## src/rtl/ascon_out_buffer.sv

```systemverilog
// -----------------------------------------------------------------------------
// ascon_out_buffer
//
// Output buffer between the ASCON FSM/permutation core and the host interface.
// Cipher words are queued in a depth_g-entry FIFO and drained through a
// valid/ready port. The final tag sits in its own slot. It is offered to the
// host only once every queued cipher word of the frame has drained.
//
// Ports
//   clock_i       in   single clock, rising edge
//   resetb_i      in   synchronous reset, active-low
//   clear_i       in   synchronous flush of FIFO, tag slot and overflow flag
//   wr_en_i       in   push data_i this cycle
//   data_i        in   cipher word to push
//   data_valid_o  out  data_o holds the oldest queued word
//   data_ready_i  in   consumer accepts data_o (pop when data_valid_o=1)
//   data_o        out  oldest queued word (0 while empty)
//   tag_en_i      in   capture tag_i into the tag slot
//   tag_i         in   tag to capture
//   tag_valid_o   out  tag pending and FIFO empty
//   tag_ack_i     in   consumer takes the tag (effective when tag_valid_o=1)
//   tag_o         out  captured tag
//   count_o       out  number of queued words
//   full_o        out  count_o == depth_g
//   empty_o       out  count_o == 0
//   overflow_o    out  sticky: word dropped or pending tag overwritten
// -----------------------------------------------------------------------------
module ascon_out_buffer #(
    parameter int nb_bits_g  = 64,
    parameter int depth_g    = 4,
    parameter int tag_bits_g = 128,
    localparam int cnt_w     = $clog2(depth_g + 1),
    localparam int ptr_w     = $clog2(depth_g)
) (
    input  logic                  clock_i,
    input  logic                  resetb_i,
    input  logic                  clear_i,
    input  logic                  wr_en_i,
    input  logic [nb_bits_g-1:0]  data_i,
    output logic                  data_valid_o,
    input  logic                  data_ready_i,
    output logic [nb_bits_g-1:0]  data_o,
    input  logic                  tag_en_i,
    input  logic [tag_bits_g-1:0] tag_i,
    output logic                  tag_valid_o,
    input  logic                  tag_ack_i,
    output logic [tag_bits_g-1:0] tag_o,
    output logic [cnt_w-1:0]      count_o,
    output logic                  full_o,
    output logic                  empty_o,
    output logic                  overflow_o
);

    logic [nb_bits_g-1:0]  mem [depth_g];

    logic [ptr_w-1:0]      rd_ptr_reg, rd_ptr_next;
    logic [ptr_w-1:0]      wr_ptr_reg, wr_ptr_next;
    logic [cnt_w-1:0]      count_reg, count_next;
    logic [nb_bits_g-1:0]  data_reg;
    logic [tag_bits_g-1:0] tag_reg;
    logic                  tag_pending_reg, tag_pending_next;
    logic                  overflow_reg, overflow_next;

    logic                  fifo_empty, fifo_full;
    logic                  pop, push, drop, tag_ack;

    // Pointers wrap at depth_g, which need not be a power of two.
    function automatic logic [ptr_w-1:0] ptr_inc(input logic [ptr_w-1:0] p);
        return (p == ptr_w'(depth_g - 1)) ? '0 : p + 1'b1;
    endfunction

    always_comb begin
        fifo_empty       = (count_reg == '0);
        fifo_full        = (count_reg == cnt_w'(depth_g));
        pop              = !fifo_empty && data_ready_i;
        // A pop in the same cycle frees a slot, so a full FIFO still accepts.
        push             = wr_en_i && (!fifo_full || pop);
        drop             = wr_en_i && fifo_full && !pop;
        rd_ptr_next      = pop  ? ptr_inc(rd_ptr_reg) : rd_ptr_reg;
        wr_ptr_next      = push ? ptr_inc(wr_ptr_reg) : wr_ptr_reg;

        count_next       = count_reg;
        if (push && !pop) begin
            count_next = count_reg + 1'b1;
        end else if (pop && !push) begin
            count_next = count_reg - 1'b1;
        end

        // The tag is only visible (and so only ackable) once the FIFO is empty.
        tag_ack          = tag_ack_i && tag_pending_reg && fifo_empty;
        tag_pending_next = tag_pending_reg;
        if (tag_en_i) begin
            tag_pending_next = 1'b1;
        end else if (tag_ack) begin
            tag_pending_next = 1'b0;
        end

        // Overwriting a pending tag is only an error if it was not taken
        // in the same cycle.
        overflow_next    = overflow_reg | drop | (tag_en_i && tag_pending_reg && !tag_ack);
    end

    // Storage is never reset so it can map onto RAM.
    always_ff @(posedge clock_i) begin
        if (resetb_i && !clear_i && push) begin
            mem[wr_ptr_reg] <= data_i;
        end
    end

    always_ff @(posedge clock_i) begin
        if (!resetb_i || clear_i) begin
            rd_ptr_reg      <= '0;
            wr_ptr_reg      <= '0;
            count_reg       <= '0;
            data_reg        <= '0;
            tag_reg         <= '0;
            tag_pending_reg <= 1'b0;
            overflow_reg    <= 1'b0;
        end else begin
            rd_ptr_reg      <= rd_ptr_next;
            wr_ptr_reg      <= wr_ptr_next;
            count_reg       <= count_next;
            tag_pending_reg <= tag_pending_next;
            overflow_reg    <= overflow_next;
            if (tag_en_i) begin
                tag_reg <= tag_i;
            end
            // Registered head-of-queue read. When the word being written this
            // cycle becomes the new head, the RAM still holds stale data, so
            // bypass data_i directly.
            if (count_next == '0) begin
                data_reg <= '0;
            end else if (push && (wr_ptr_reg == rd_ptr_next)) begin
                data_reg <= data_i;
            end else begin
                data_reg <= mem[rd_ptr_next];
            end
        end
    end

    assign data_o       = data_reg;
    assign data_valid_o = !fifo_empty;
    assign count_o      = count_reg;
    assign full_o       = fifo_full;
    assign empty_o      = fifo_empty;
    assign tag_valid_o  = tag_pending_reg && fifo_empty;
    assign tag_o        = tag_reg;
    assign overflow_o   = overflow_reg;

endmodule

```

## config.mk

```make
export PLATFORM = sky130hd
export DESIGN_NAME = ascon_out_buffer
export DESIGN_NICKNAME = d
export VERILOG_FILES = /design/src/rtl/ascon_out_buffer.sv
export SDC_FILE = /design/constraint.sdc
export NUM_CORES = 1
export LEC_CHECK = 0
export BUFFER_PORTS_ARGS = -buffer_cell sky130_fd_sc_hd__buf_2
export CAP_MARGIN = 10
export CORE_MARGIN = 3
export CORE_UTILIZATION = 50
export CTS_BUF_LIST = sky130_fd_sc_hd__clkbuf_8
export CTS_CLUSTER_DIAMETER = 80
export CTS_CLUSTER_SIZE = 40
export DETAILED_ROUTE_END_ITERATION = 7
export PLACE_DENSITY_LB_ADDON = 0.25
export SLEW_MARGIN = 20
export SYNTH_ARGS = -nofsm -noshare
export SYNTH_HDL_FRONTEND = slang
export SYNTH_SLANG_ARGS = --single-unit
```

## constraint.sdc

```tcl
create_clock -name clock_i -period 3.9 [get_ports clock_i]
set_input_delay 0.585 -clock clock_i [delete_from_list [all_inputs] [get_ports clock_i]]
set_output_delay 0.585 -clock clock_i [all_outputs]
set_load 0.02 [all_outputs]
```

==> results.toml <==
[floorplanning]
ios = 399
dieArea_um2 = 37350
die_h_um = 193.3
core_area_um2 = 34040
rows = 67
die_w_um = 193.3
start_util = 0.5151

[sta]
fin_tns_setup_ps = 0
setup_viol = 0
hold_viol = 0
min_period_over_period = 0.8199
fin_hold_ws_ps = 173.5
clock-skew-final_ps = 58.88
grt_setup_unrepaired = "no"
tightestPinTransition_ps = 920.3
drv_slew = 0
fmax_ghz = 0.3127
fin_crit_ps = 3198
slew_headroom = 0.3865

[cts]
insertion_delay_ps = 620
path_clk_slew_ps = 210
cts_hold_buf = 0
cts_max_level = 1
post_cts_buffers = 0
cts_root_buf = "clkbuf_8"
clk_path_buf_depth = 3
cts_sinks = 457
numCtsBuffers = 19
tritoncts = "done"
cts_resized = 0

[grt]
grtUsageTotal = 0.2384
grt_antenna_before_repair = 10
grt_pass1_wl_um = 71500
grt_overflow = 0
grt_max_degree = 129
grt_pass1_vias = 12366

[power]
p_int_mw = 6.069
sw_frac_of_total = 0.2561
power.share.clock = 0.257
pwr-share-comb = 0.101
peakVddDrop_mv = 0.3813
p_leak_nw = 8.585
p_per_area_nw_per_um2 = 398.9
power_mw = 8.158
p_seq_frac = 0.642
p_switching_mw = 2.089

[setup_path]
slowest_delay_ps = 500
critical_path_class = "flip-flop to flip-flop"
cp_slowest_cell = "nand4bb_4"
start_kind = "flip-flop"
path_max_fanout = 28
cp.arrival_ps = 3710
worst_setup_path_end_kind = "flip-flop"
critPathRequiredTime_ps = 4410
crit_path_cell_trace = "inv_1 -> ha_1 -> nand2b_1 -> inv_4 -> or4_4 -> nand3_1 -> nand4bb_4 -> buf_12 -> mux2i_1 -> nor2_1"

[hold_path]
hp-class = "primary input to flip-flop"

[logic_synthesis]
syn_inst = 1365
yosys-top-cells-count = "edfxtp_1 (256), dfxtp_1 (201), nor2_1 (201)"
syn_area_per_cell_um2 = 12.84
synth.distinct_cells = 37
netlist_area_um2 = 17530
syn-num-nets = 1572
ys_async_sr_fraction = 0
yosys_warnings = 0
synth_top_area_frac = 0.4385
synth_edf_count = 256
yosysSeqAreaShare = 0.6680
synth_area_leader_cell = "edfxtp_1"
ys_ff_latch = 457
yosysMostFrequentCell = "edfxtp_1"
ys.flop_type = "edfxtp_1"
synth.area.top_cells = "edfxtp_1 (44%), dfxtp_1 (23%), mux2i_1 (11%), a32oi_1 (6.4%), nor2_1 (4.3%)"

[route]
drtIter0Drc = 913
drtAntennaViolNets = 0
routed_wl_um = 46830
drc = 0
route.detailed.wl_per_inst_um = 21.74
avgViaCountPerCell = 5.763
drtPass1Iterations = 6
vias = 12413

[place]
dp.cells = 2117
place_hpwl_um = 30330
io_buffers = 398
gp_congestion = 0.8603

[finish]
largest_register_ffs = 256
final_nets = 1897
final_cells = 2154
drive_above_1_share = 0.2785
area_delta_synth_final_pct = 16.65
top_register = "mem"

[job]
cap_violations = 0

[run_status]
status = "completed"
power by group through the flow:
stage | combinational (mW) | sequential (mW) | clock [mW]
after CTS | 0.828 | 5.24 | 2.16
final | 0.820 | 5.24 | 2.10
after global routing | 0.889 | 5.25 | 2.33
after floorplan | 0.382 | 5.44 | 0
after detailed placement | 0.826 | 5.34 | 0
after global placement | 0.808 | 5.34 | 0
cell type report:
| class | count | area, um^2 |
|---|---|---|
| well taps | 448 | 560.5 |
| clock buffers | 19 | 261.5 |
| repair buffers | 428 | 2386 |
| inverters | 7 | 28.78 |
| flip-flops and latches | 457 | 11710 |
| multi-input cells | 777 | 5295 |
| fillers | 2813 | 13580 |
| clock inverters | 14 | 198.9 |
| diodes | 4 | 10.01 |
placed cells by master (no fill, tap or decap), types with 6 or more instances in the layout:
master    count
o21ai_1       6
buf_2       397
buf_4        17
a32oi_1     128
nor2_1      201
nand2_1       6
nor3_1        6
edfxtp_1    256
ha_1          8
nand3_1      69
buf_12       13
mux2i_1     192
inv_1         8
clkbuf_8     19
o21ai_0     123
dfxtp_1     201
a21oi_1       7
routing by layer:
metal  GRT usage  wire length [um]
met3     0.05497              3898
met1      0.2907             17410
met4     0.05599               925
met5           0                76
met2      0.4311             24520
cells by family after synthesis:
kind of cell | synth area share
buffers and inverters | 0.03547
adders and majority gates | 0.006280
AOI/OAI and AO/OA | 0.1065
muxes | 0.1096
xor gates and xnor gates | 0.0004996
and+or+nand+nor | 0.07365
DFF | 0.6680
worst paths after layout:
check	startpoint	endpoint	slack, ps	depth (start not counted)
worst max register to register	count_o[1]	data_o[23]	700	10
worst max-delay path	count_o[1]	data_o[23]	700	10
worst min-delay path	data_i[26]	mem[3][26]	170	1
worst min register to register	tag_o[85]	tag_o[85]	510	2
per-stage QoR:
step	instance area [um^2]	setup slack, ps	utilization
after detailed placement	19980	619.5	0.5871
after CTS	20440	702.3	0.6006
after global routing	20450	474.1	0.6008
after global placement	19980	677.9	0.5871
final	20450	702.3	0.6009
after floorplan	17530	497.7	-
critical path, delay by kind of cell (launching register included):
family | cells | cell delay, ps
DFF | 1 | 450
and+or+nand+nor | 5 | 1560
adders and majority gates | 1 | 260
muxes | 1 | 180
buffers and inverters | 3 | 650
Power figures use the tool's default switching activity.
